## src/rtl/rob_if.sv

```systemverilog
// Reorder buffer bus: dispatch, operand lookup,
// writeback and commit signal groups.
interface rob_if #(
  parameter int IDX_W  = 4,
  parameter int DATA_W = 32,
  parameter int ADDR_W = 32,
  parameter int REG_W  = 5
);
  logic              disp_valid;
  logic [1:0]        disp_kind;
  logic [REG_W-1:0]  disp_rd;
  logic [ADDR_W-1:0] disp_pc;
  logic              disp_pred_taken;
  logic [IDX_W-1:0]  alloc_tag;
  logic              full;
  logic [IDX_W:0]    count;

  logic [IDX_W-1:0]  q1_tag;
  logic [IDX_W-1:0]  q2_tag;
  logic              q1_ready;
  logic              q2_ready;
  logic [DATA_W-1:0] q1_value;
  logic [DATA_W-1:0] q2_value;

  logic              wb0_valid;
  logic [IDX_W-1:0]  wb0_tag;
  logic [DATA_W-1:0] wb0_value;
  logic              wb0_taken;
  logic [ADDR_W-1:0] wb0_target;
  logic              wb1_valid;
  logic [IDX_W-1:0]  wb1_tag;
  logic [DATA_W-1:0] wb1_value;

  logic              commit_reg_valid;
  logic [REG_W-1:0]  commit_rd;
  logic [IDX_W-1:0]  commit_tag;
  logic [DATA_W-1:0] commit_value;
  logic              commit_store_valid;
  logic              redirect_valid;
  logic [ADDR_W-1:0] redirect_pc;
  logic              flush;

  modport master (
    output disp_valid, disp_kind, disp_rd,
    output disp_pc, disp_pred_taken,
    output q1_tag, q2_tag,
    output wb0_valid, wb0_tag, wb0_value,
    output wb0_taken, wb0_target,
    output wb1_valid, wb1_tag, wb1_value,
    input  alloc_tag, full, count,
    input  q1_ready, q2_ready, q1_value, q2_value,
    input  commit_reg_valid, commit_rd,
    input  commit_tag, commit_value,
    input  commit_store_valid,
    input  redirect_valid, redirect_pc, flush
  );

  modport slave (
    input  disp_valid, disp_kind, disp_rd,
    input  disp_pc, disp_pred_taken,
    input  q1_tag, q2_tag,
    input  wb0_valid, wb0_tag, wb0_value,
    input  wb0_taken, wb0_target,
    input  wb1_valid, wb1_tag, wb1_value,
    output alloc_tag, full, count,
    output q1_ready, q2_ready, q1_value, q2_value,
    output commit_reg_valid, commit_rd,
    output commit_tag, commit_value,
    output commit_store_valid,
    output redirect_valid, redirect_pc, flush
  );
endinterface

```

## src/rtl/rob_param.sv

```systemverilog
// Parametrised reorder buffer: in-order commit, two
// writeback ports, operand bypass, mispredict flush.
module rob_param #(
  parameter int DEPTH  = 16,
  parameter int IDX_W  = 4,
  parameter int DATA_W = 32,
  parameter int ADDR_W = 32,
  parameter int REG_W  = 5
) (
  input logic clk,
  input logic rst,
  input logic rdy,
  rob_if.slave io
);
  localparam logic [1:0] K_REG = 2'd0;
  localparam logic [1:0] K_BR  = 2'd1;
  localparam logic [1:0] K_ST  = 2'd2;
  localparam logic [1:0] K_JMP = 2'd3;
  localparam logic [IDX_W:0] DEPTH_C = (IDX_W+1)'(DEPTH);

  logic [IDX_W-1:0]  head, tail;
  logic [IDX_W:0]    cnt;
  logic [DEPTH-1:0]  ready_q;
  logic [DEPTH-1:0]  pred_q;
  logic [DEPTH-1:0]  tkn_q;
  logic [1:0]        kind_q [DEPTH];
  logic [REG_W-1:0]  rd_q   [DEPTH];
  logic [ADDR_W-1:0] pc_q   [DEPTH];
  logic [ADDR_W-1:0] tgt_q  [DEPTH];
  logic [DATA_W-1:0] val_q  [DEPTH];

  logic              c_reg, c_store, c_redir, c_flush;
  logic [REG_W-1:0]  c_rd;
  logic [IDX_W-1:0]  c_tag;
  logic [DATA_W-1:0] c_val;
  logic [ADDR_W-1:0] c_pc;

  logic full, live, accept, do_commit, wb0_ok, wb1_ok;
  logic is_reg, is_st, is_chk, eff_taken, mispred;
  logic [ADDR_W-1:0] redir_pc;

  assign full      = cnt == DEPTH_C;
  assign live      = rdy && !c_flush;
  assign accept    = live && io.disp_valid && !full;
  assign wb0_ok    = live && io.wb0_valid;
  assign wb1_ok    = live && io.wb1_valid;
  assign do_commit = live && cnt != '0 && ready_q[head];

  always_comb begin
    is_reg    = 1'b0;
    is_st     = 1'b0;
    is_chk    = 1'b0;
    eff_taken = tkn_q[head];
    unique case (1'b1)
      kind_q[head] == K_REG: is_reg = 1'b1;
      kind_q[head] == K_ST:  is_st  = 1'b1;
      kind_q[head] == K_BR:  is_chk = 1'b1;
      kind_q[head] == K_JMP: begin
        is_reg    = 1'b1;
        is_chk    = 1'b1;
        eff_taken = 1'b1;
      end
      default: ;
    endcase
  end

  assign mispred  = is_chk && (eff_taken != pred_q[head]);
  assign redir_pc = eff_taken ? tgt_q[head]
                              : pc_q[head] + ADDR_W'(4);

  always_ff @(posedge clk or posedge rst) begin
    if (rst) begin
      head    <= '0;
      tail    <= '0;
      cnt     <= '0;
      ready_q <= '0;
      c_reg   <= 1'b0;
      c_store <= 1'b0;
      c_redir <= 1'b0;
      c_flush <= 1'b0;
      c_rd    <= '0;
      c_tag   <= '0;
      c_val   <= '0;
      c_pc    <= '0;
    end else if (rdy) begin
      c_reg   <= 1'b0;
      c_store <= 1'b0;
      c_redir <= 1'b0;
      c_flush <= 1'b0;
      c_rd    <= '0;
      c_tag   <= '0;
      c_val   <= '0;
      c_pc    <= '0;
      if (c_flush) begin
        head    <= '0;
        tail    <= '0;
        cnt     <= '0;
        ready_q <= '0;
      end else begin
        if (do_commit) begin
          head          <= head + IDX_W'(1);
          ready_q[head] <= 1'b0;
          c_reg         <= is_reg;
          c_store       <= is_st;
          c_redir       <= mispred;
          c_flush       <= mispred;
          c_rd          <= rd_q[head];
          c_tag         <= head;
          c_val         <= val_q[head];
          c_pc          <= mispred ? redir_pc : '0;
        end
        if (accept) begin
          tail          <= tail + IDX_W'(1);
          ready_q[tail] <= io.disp_kind == K_ST;
        end
        if (wb0_ok) ready_q[io.wb0_tag] <= 1'b1;
        if (wb1_ok) ready_q[io.wb1_tag] <= 1'b1;
        cnt <= cnt + {{IDX_W{1'b0}}, accept}
                   - {{IDX_W{1'b0}}, do_commit};
      end
    end
  end

  // Payload needs no reset: ready_q gates every use.
  always_ff @(posedge clk) begin
    if (accept) begin
      kind_q[tail] <= io.disp_kind;
      rd_q[tail]   <= io.disp_rd;
      pc_q[tail]   <= io.disp_pc;
      pred_q[tail] <= io.disp_pred_taken;
      val_q[tail]  <= '0;
      tkn_q[tail]  <= 1'b0;
      tgt_q[tail]  <= '0;
    end
    if (wb0_ok) begin
      val_q[io.wb0_tag] <= io.wb0_value;
      tkn_q[io.wb0_tag] <= io.wb0_taken;
      tgt_q[io.wb0_tag] <= io.wb0_target;
    end
    if (wb1_ok) val_q[io.wb1_tag] <= io.wb1_value;
  end

  always_comb begin
    io.q1_ready = ready_q[io.q1_tag];
    io.q1_value = val_q[io.q1_tag];
    if (io.wb0_valid && io.wb0_tag == io.q1_tag) begin
      io.q1_ready = 1'b1;
      io.q1_value = io.wb0_value;
    end
    if (io.wb1_valid && io.wb1_tag == io.q1_tag) begin
      io.q1_ready = 1'b1;
      io.q1_value = io.wb1_value;
    end
  end

  always_comb begin
    io.q2_ready = ready_q[io.q2_tag];
    io.q2_value = val_q[io.q2_tag];
    if (io.wb0_valid && io.wb0_tag == io.q2_tag) begin
      io.q2_ready = 1'b1;
      io.q2_value = io.wb0_value;
    end
    if (io.wb1_valid && io.wb1_tag == io.q2_tag) begin
      io.q2_ready = 1'b1;
      io.q2_value = io.wb1_value;
    end
  end

  // Pulses stay latched across a stall but are hidden while rdy is low.
  assign io.alloc_tag          = tail;
  assign io.full               = full;
  assign io.count              = cnt;
  assign io.commit_reg_valid   = c_reg & rdy;
  assign io.commit_store_valid = c_store & rdy;
  assign io.redirect_valid     = c_redir & rdy;
  assign io.flush              = c_flush & rdy;
  assign io.commit_rd          = c_rd;
  assign io.commit_tag         = c_tag;
  assign io.commit_value       = c_val;
  assign io.redirect_pc        = c_pc;
endmodule

```

## src/flat_wrapper.sv

```systemverilog
// flat-port wrapper written by rule: the top's interface ports become plain ports
module rob_param_flat 
#(
  parameter int DEPTH  = 16,
  parameter int IDX_W  = 4,
  parameter int DATA_W = 32,
  parameter int ADDR_W = 32,
  parameter int REG_W  = 5
)
  (clk, rst, rdy, io_disp_valid, io_disp_kind, io_disp_rd, io_disp_pc, io_disp_pred_taken, io_q1_tag, io_q2_tag, io_wb0_valid, io_wb0_tag, io_wb0_value, io_wb0_taken, io_wb0_target, io_wb1_valid, io_wb1_tag, io_wb1_value, io_alloc_tag, io_full, io_count, io_q1_ready, io_q2_ready, io_q1_value, io_q2_value, io_commit_reg_valid, io_commit_rd, io_commit_tag, io_commit_value, io_commit_store_valid, io_redirect_valid, io_redirect_pc, io_flush);
  rob_if #(.IDX_W(IDX_W), .DATA_W(DATA_W), .ADDR_W(ADDR_W), .REG_W(REG_W)) io_i ();
  input logic clk;
  input logic rst;
  input logic rdy;
  input wire logic [$bits(io_i.disp_valid)-1:0] io_disp_valid;
  input wire logic [$bits(io_i.disp_kind)-1:0] io_disp_kind;
  input wire logic [$bits(io_i.disp_rd)-1:0] io_disp_rd;
  input wire logic [$bits(io_i.disp_pc)-1:0] io_disp_pc;
  input wire logic [$bits(io_i.disp_pred_taken)-1:0] io_disp_pred_taken;
  input wire logic [$bits(io_i.q1_tag)-1:0] io_q1_tag;
  input wire logic [$bits(io_i.q2_tag)-1:0] io_q2_tag;
  input wire logic [$bits(io_i.wb0_valid)-1:0] io_wb0_valid;
  input wire logic [$bits(io_i.wb0_tag)-1:0] io_wb0_tag;
  input wire logic [$bits(io_i.wb0_value)-1:0] io_wb0_value;
  input wire logic [$bits(io_i.wb0_taken)-1:0] io_wb0_taken;
  input wire logic [$bits(io_i.wb0_target)-1:0] io_wb0_target;
  input wire logic [$bits(io_i.wb1_valid)-1:0] io_wb1_valid;
  input wire logic [$bits(io_i.wb1_tag)-1:0] io_wb1_tag;
  input wire logic [$bits(io_i.wb1_value)-1:0] io_wb1_value;
  output wire logic [$bits(io_i.alloc_tag)-1:0] io_alloc_tag;
  output wire logic [$bits(io_i.full)-1:0] io_full;
  output wire logic [$bits(io_i.count)-1:0] io_count;
  output wire logic [$bits(io_i.q1_ready)-1:0] io_q1_ready;
  output wire logic [$bits(io_i.q2_ready)-1:0] io_q2_ready;
  output wire logic [$bits(io_i.q1_value)-1:0] io_q1_value;
  output wire logic [$bits(io_i.q2_value)-1:0] io_q2_value;
  output wire logic [$bits(io_i.commit_reg_valid)-1:0] io_commit_reg_valid;
  output wire logic [$bits(io_i.commit_rd)-1:0] io_commit_rd;
  output wire logic [$bits(io_i.commit_tag)-1:0] io_commit_tag;
  output wire logic [$bits(io_i.commit_value)-1:0] io_commit_value;
  output wire logic [$bits(io_i.commit_store_valid)-1:0] io_commit_store_valid;
  output wire logic [$bits(io_i.redirect_valid)-1:0] io_redirect_valid;
  output wire logic [$bits(io_i.redirect_pc)-1:0] io_redirect_pc;
  output wire logic [$bits(io_i.flush)-1:0] io_flush;
  assign io_i.disp_valid = io_disp_valid;
  assign io_i.disp_kind = io_disp_kind;
  assign io_i.disp_rd = io_disp_rd;
  assign io_i.disp_pc = io_disp_pc;
  assign io_i.disp_pred_taken = io_disp_pred_taken;
  assign io_i.q1_tag = io_q1_tag;
  assign io_i.q2_tag = io_q2_tag;
  assign io_i.wb0_valid = io_wb0_valid;
  assign io_i.wb0_tag = io_wb0_tag;
  assign io_i.wb0_value = io_wb0_value;
  assign io_i.wb0_taken = io_wb0_taken;
  assign io_i.wb0_target = io_wb0_target;
  assign io_i.wb1_valid = io_wb1_valid;
  assign io_i.wb1_tag = io_wb1_tag;
  assign io_i.wb1_value = io_wb1_value;
  assign io_alloc_tag = io_i.alloc_tag;
  assign io_full = io_i.full;
  assign io_count = io_i.count;
  assign io_q1_ready = io_i.q1_ready;
  assign io_q2_ready = io_i.q2_ready;
  assign io_q1_value = io_i.q1_value;
  assign io_q2_value = io_i.q2_value;
  assign io_commit_reg_valid = io_i.commit_reg_valid;
  assign io_commit_rd = io_i.commit_rd;
  assign io_commit_tag = io_i.commit_tag;
  assign io_commit_value = io_i.commit_value;
  assign io_commit_store_valid = io_i.commit_store_valid;
  assign io_redirect_valid = io_i.redirect_valid;
  assign io_redirect_pc = io_i.redirect_pc;
  assign io_flush = io_i.flush;
  rob_param #(.DEPTH(DEPTH), .IDX_W(IDX_W), .DATA_W(DATA_W), .ADDR_W(ADDR_W), .REG_W(REG_W)) u_core (.clk(clk), .rst(rst), .rdy(rdy), .io(io_i));
endmodule
```

## config.mk

```make
export PLATFORM = sky130hd
export DESIGN_NAME = rob_param_flat
export DESIGN_NICKNAME = d
export VERILOG_FILES = /design/src/rtl/rob_if.sv /design/src/rtl/rob_param.sv /design/src/flat_wrapper.sv
export SDC_FILE = /design/constraint.sdc
export NUM_CORES = 2
export LEC_CHECK = 0
export CAP_MARGIN = 10
export CORE_ASPECT_RATIO = 1.1
export CORE_UTILIZATION = 29
export CTS_CLUSTER_DIAMETER = 50
export DETAILED_ROUTE_END_ITERATION = 6
export PLACE_DENSITY = 0.51
export SKIP_LAST_GASP = 1
export SYNTH_ARGS = -nofsm -noshare
export SYNTH_HDL_FRONTEND = slang
export SYNTH_SLANG_ARGS = --single-unit
```

## constraint.sdc

```tcl
create_clock -name clk -period 4.2 [get_ports clk]
set_clock_uncertainty 0.15 [all_clocks]
set_input_delay 0.84 -clock clk [delete_from_list [all_inputs] [get_ports clk]]
set_output_delay 0.84 -clock clk [all_outputs]
set_load 0.02 [all_outputs]
```

==> out/qor.tcl <==
set qor(sequential_cell_area_fraction_in_the_yosys_report_pct) 60.4
set qor(cts_inserted_buffers) 244
set qor(final_common_cell) {sky130_fd_sc_hd__edfxtp_1}
set qor(synth-edff-count) 1664
set qor(crit_path_cell_trace) {buf_8, buf_16, buf_4, mux4_2, mux4_2, mux2i_1, o21ai_0, clkdlybuf4s50_1}
set qor(max_slew.worst_pin.slew_ps) 1190
set qor(clock_insertion_delay_worst_skew_ps) 920
set qor(viasPerCell) 5.74
set qor(critical_path_required_ps) 3210
set qor(synthesis.area_um2) 87700
set qor(placementRows) 211
set qor(vias_in_the_first_global_route) 55703
set qor(cell_at_the_root_of_the_clock_tree) {sky130_fd_sc_hd__clkbuf_16}
set qor(worst_r2r_endpoint) {u_core.io.redirect_pc[10]}
set qor(synth_cells) 5189
set qor(ys.warnings.count) 0
set qor(hpwl_um) 192000
set qor(layout_common_cells) {sky130_fd_sc_hd__edfxtp_1 (1,664), sky130_fd_sc_hd__mux4_2 (802), sky130_fd_sc_hd__a22o_1 (527), sky130_fd_sc_hd__and3_1 (390), sky130_fd_sc_hd__buf_4 (276)}
set qor(path_class) {in -> out}
set qor(cp-end-kind) {output port}
set qor(vdd.ir_drop.worst_mv) 0.431
set qor(count_of_vias_placed_by_the_detailed_router) 55664
set qor(synth.lib_cells_used.distinct) 58
set qor(cp_data_arrival_time_ps) 3260
set qor(setup_viol_count_final) 1
set qor(maxSlewHeadroom_pct) 20.9
set qor(remaining_drc_errors) 2
set qor(grt_antenna_before_repair) 38
set qor(postRouteWirelength_um) 324000
set qor(global_route.usage.total_pct) 20.9
set qor(startpoint_type) {input pin}
set qor(critical_path_peak_fanout) 22
set qor(maximum_number_of_pins_on_one_net_before_global_route_repair) 129
set qor(min_delay_path_depth) 2
set qor(synth_async_sr_flop_share_pct) 5.88
set qor(finalHoldViolations) 0
set qor(detail_route.first_pass.iterations) 7
set qor(nFillCells) 28091
set qor(cts_tree) {done}
set qor(violations) {DRC, setup timing}
set qor(routed_wire_length_per_instance_um) 33.4
set qor(register_area_um2) 52900
set qor(fraction_of_final_layout_cells_sized_beyond_drive_strength_1_pct) 30.2
set qor(whs_endpoint) {u_core.tkn_q[12]}
set qor(leakagePower_nw) 36.4
set qor(overflow) 0
set qor(io_pins) 312
set qor(slew_viol_final) 0
set qor(cts_max_level) 4
set qor(core_um2) 300000
set qor(syn2layout_area_growth_pct) 21.6
set qor(finish.net_count) 5738
set qor(placement.io_buffers) 311
set qor(syn-mean-instance-area_um2) 16.9
set qor(finish.cell_count_without_fillers) 9704
set qor(run_status) {finished, violations left}
set qor(final.setup.tns_ps) -53.3
set qor(clk_pin_slew_ps) 60
set qor(ctsHoldBuffers) 0
set qor(worstRegToRegCells) 11
set qor(initial_utilization_pct) 29.2
set qor(rr_startpoint) {u_core.head[0]}
set qor(unrepaired_setup_endpoints_after_global_routing) {yes}
set qor(max_cap_viol_count) 0
set qor(design.die.area_um2) 304000
set qor(timing.reg2reg.setup_slack_ps) 310
set qor(max_freq_mhz) 235
set qor(final_min_period_over_clock_period_pct) 101
set qor(hold_crit_path_type) {reg -> reg}
set qor(postSynthNetCount) 5367
set qor(synth_ff_type) {sky130_fd_sc_hd__edfxtp_1}
set qor(grt_pass1_wl_um) 451000
set qor(final_util_pct) 35.5
set qor(dieHeight_um) 579
set qor(fp.dieW_um) 526
set qor(slowest_delay_ps) 540
set qor(drt_iter0_drc) 6509
set qor(worst_case_setup_margin_in_the_final_layout_ps) -53.3
set qor(dp_worst_setup_slack_ps) -238
set qor(post-route-min-period_ps) 4250
set qor(cts-root-to-sink-buffers) 4
set qor(most_frequent_cell_on_critical_path) {sky130_fd_sc_hd__mux4_2}
set qor(cts_sinks) 1785
set qor(route.antenna.remaining_nets) 0
set qor(synth_seq_cells) 1785
set qor(cpMaxStageDelayCell) {sky130_fd_sc_hd__clkdlybuf4s50_1}
set qor(dp.cells) 9252
set qor(largestRegisters) {u_core.pc_q: 512 flops, u_core.tgt_q: 512 flops, u_core.val_q: 512 flops}
set qor(gp_congestion) 0.851
set qor(multi_input_area_um2) 32400
set qor(pd_cells_nw_per_um2) 557
set qor(hold_path.startpoint) {u_core.tkn_q[12]}
-- final cells by class --
| class | instances | area share (%) |
|---|---|---|
| Tap cell | 3940 | 4.62 |
| Clock inverter | 167 | 1.54 |
| Multi-Input combinational cell | 2751 | 30.4 |
| Antenna cell | 8 | 0.0188 |
| Sequential cell | 1785 | 49.6 |
| Inverter | 37 | 0.144 |
| Clock buffer | 275 | 5.86 |
| Timing Repair Buffer | 741 | 7.81 |
-- report_power, final --
group | internal (W) | leakage, nW | switching, W
Combinational | 0.00772 | 15.7 | 0.00962
Clock | 0.0121 | 3.81 | 0.00827
Sequential | 0.0208 | 16.9 | 0.000874
-- worst max-delay path: cells and delay by family --
kind	cells	cell delay, ps
compound gates	1	100
buf+inv	4	1140
mux	3	1150
-- metrics by stage --
| step | power [W] | area (µm²) | hold WS (ps) |
|---|---|---|---|
| 4_1_cts | 0.0600 | 107000 | 304 |
| 5_1_grt | 0.0613 | 107000 | 328 |
| 2_1_floorplan | 0.0325 | 87700 | 279 |
| 3_3_place_gp | 0.0396 | 98700 | 288 |
| 3_5_place_dp | 0.0396 | 98700 | 294 |
| 6_report | 0.0594 | 107000 | 306 |
-- worst max-delay path by stage --
stage                        startpoint              end  slack (ps)  depth (start not counted)
after floorplan            io_q1_tag[0]  io_q1_value[10]         -90                          8
after global placement    io_wb0_tag[2]   io_q2_value[6]        -230                         11
after detailed placement  io_wb0_tag[2]   io_q2_value[6]        -240                         11
after CTS                 io_wb0_tag[3]   io_q2_value[5]         -90                         11
after global routing       io_q1_tag[0]   io_q1_value[4]        -130                          9
final                      io_q1_tag[0]  io_q1_value[20]         -50                          8
-- per-layer routing --
metal,vias to the layer above,global-route usage [%],wire (µm)
li1,22300,-,-
met1,29659,27.7,131000
met2,3051,33.6,152000
met3,622,4.65,28400
met4,32,7.29,12100
met5,-,0,207
-- what timing repair did --
item | 4_1_cts | 5_1_grt
resized for setup | 60 | 13
buffers inserted | 0 | 1
setup endpoints to repair | 61 | 10
pin swaps | 0 | 2
cloned | 0 | 1
-- synthesized netlist by cell type (all sizes together) (2+ instances only) --
master | instances | area share, %
o22ai | 5 | 0.036
clkbuf | 461 | 2.0
nor4 | 8 | 0.12
o21ai | 127 | 0.73
xnor2 | 17 | 0.17
or3 | 12 | 0.086
nand4 | 16 | 0.13
or2 | 9 | 0.064
a2111oi | 15 | 0.15
nor2b | 13 | 0.093
a22o | 527 | 5.3
a21oi | 21 | 0.12
a21boi | 2 | 0.017
nand2b | 6 | 0.043
buf | 155 | 1.1
mux2 | 2 | 0.026
ha | 18 | 0.26
dfxtp | 16 | 0.37
inv | 37 | 0.16
and4 | 2 | 0.020
mux4 | 831 | 21
and3 | 390 | 2.8
a22oi | 72 | 0.62
xor2 | 33 | 0.33
nor3 | 11 | 0.063
o2bb2ai | 28 | 0.28
mux2i | 73 | 0.83
and2 | 135 | 0.96
nand3 | 42 | 0.24
edfxtp | 1664 | 57
nor2 | 71 | 0.30
nand2 | 253 | 1.1
dfrtp | 105 | 3.0
-- logic make-up after synthesis --
kind of cell    count (synthesis)  synth area share [%]
flops                        1785                  60.4
simple gates                  973                  6.04
mux                           906                  22.3
compound gates                803                  7.27
buf+inv                       653                  3.21
xor+xnor                       50                 0.500
fa+ha+maj                      19                 0.280
(Power assumes the default switching activity.)
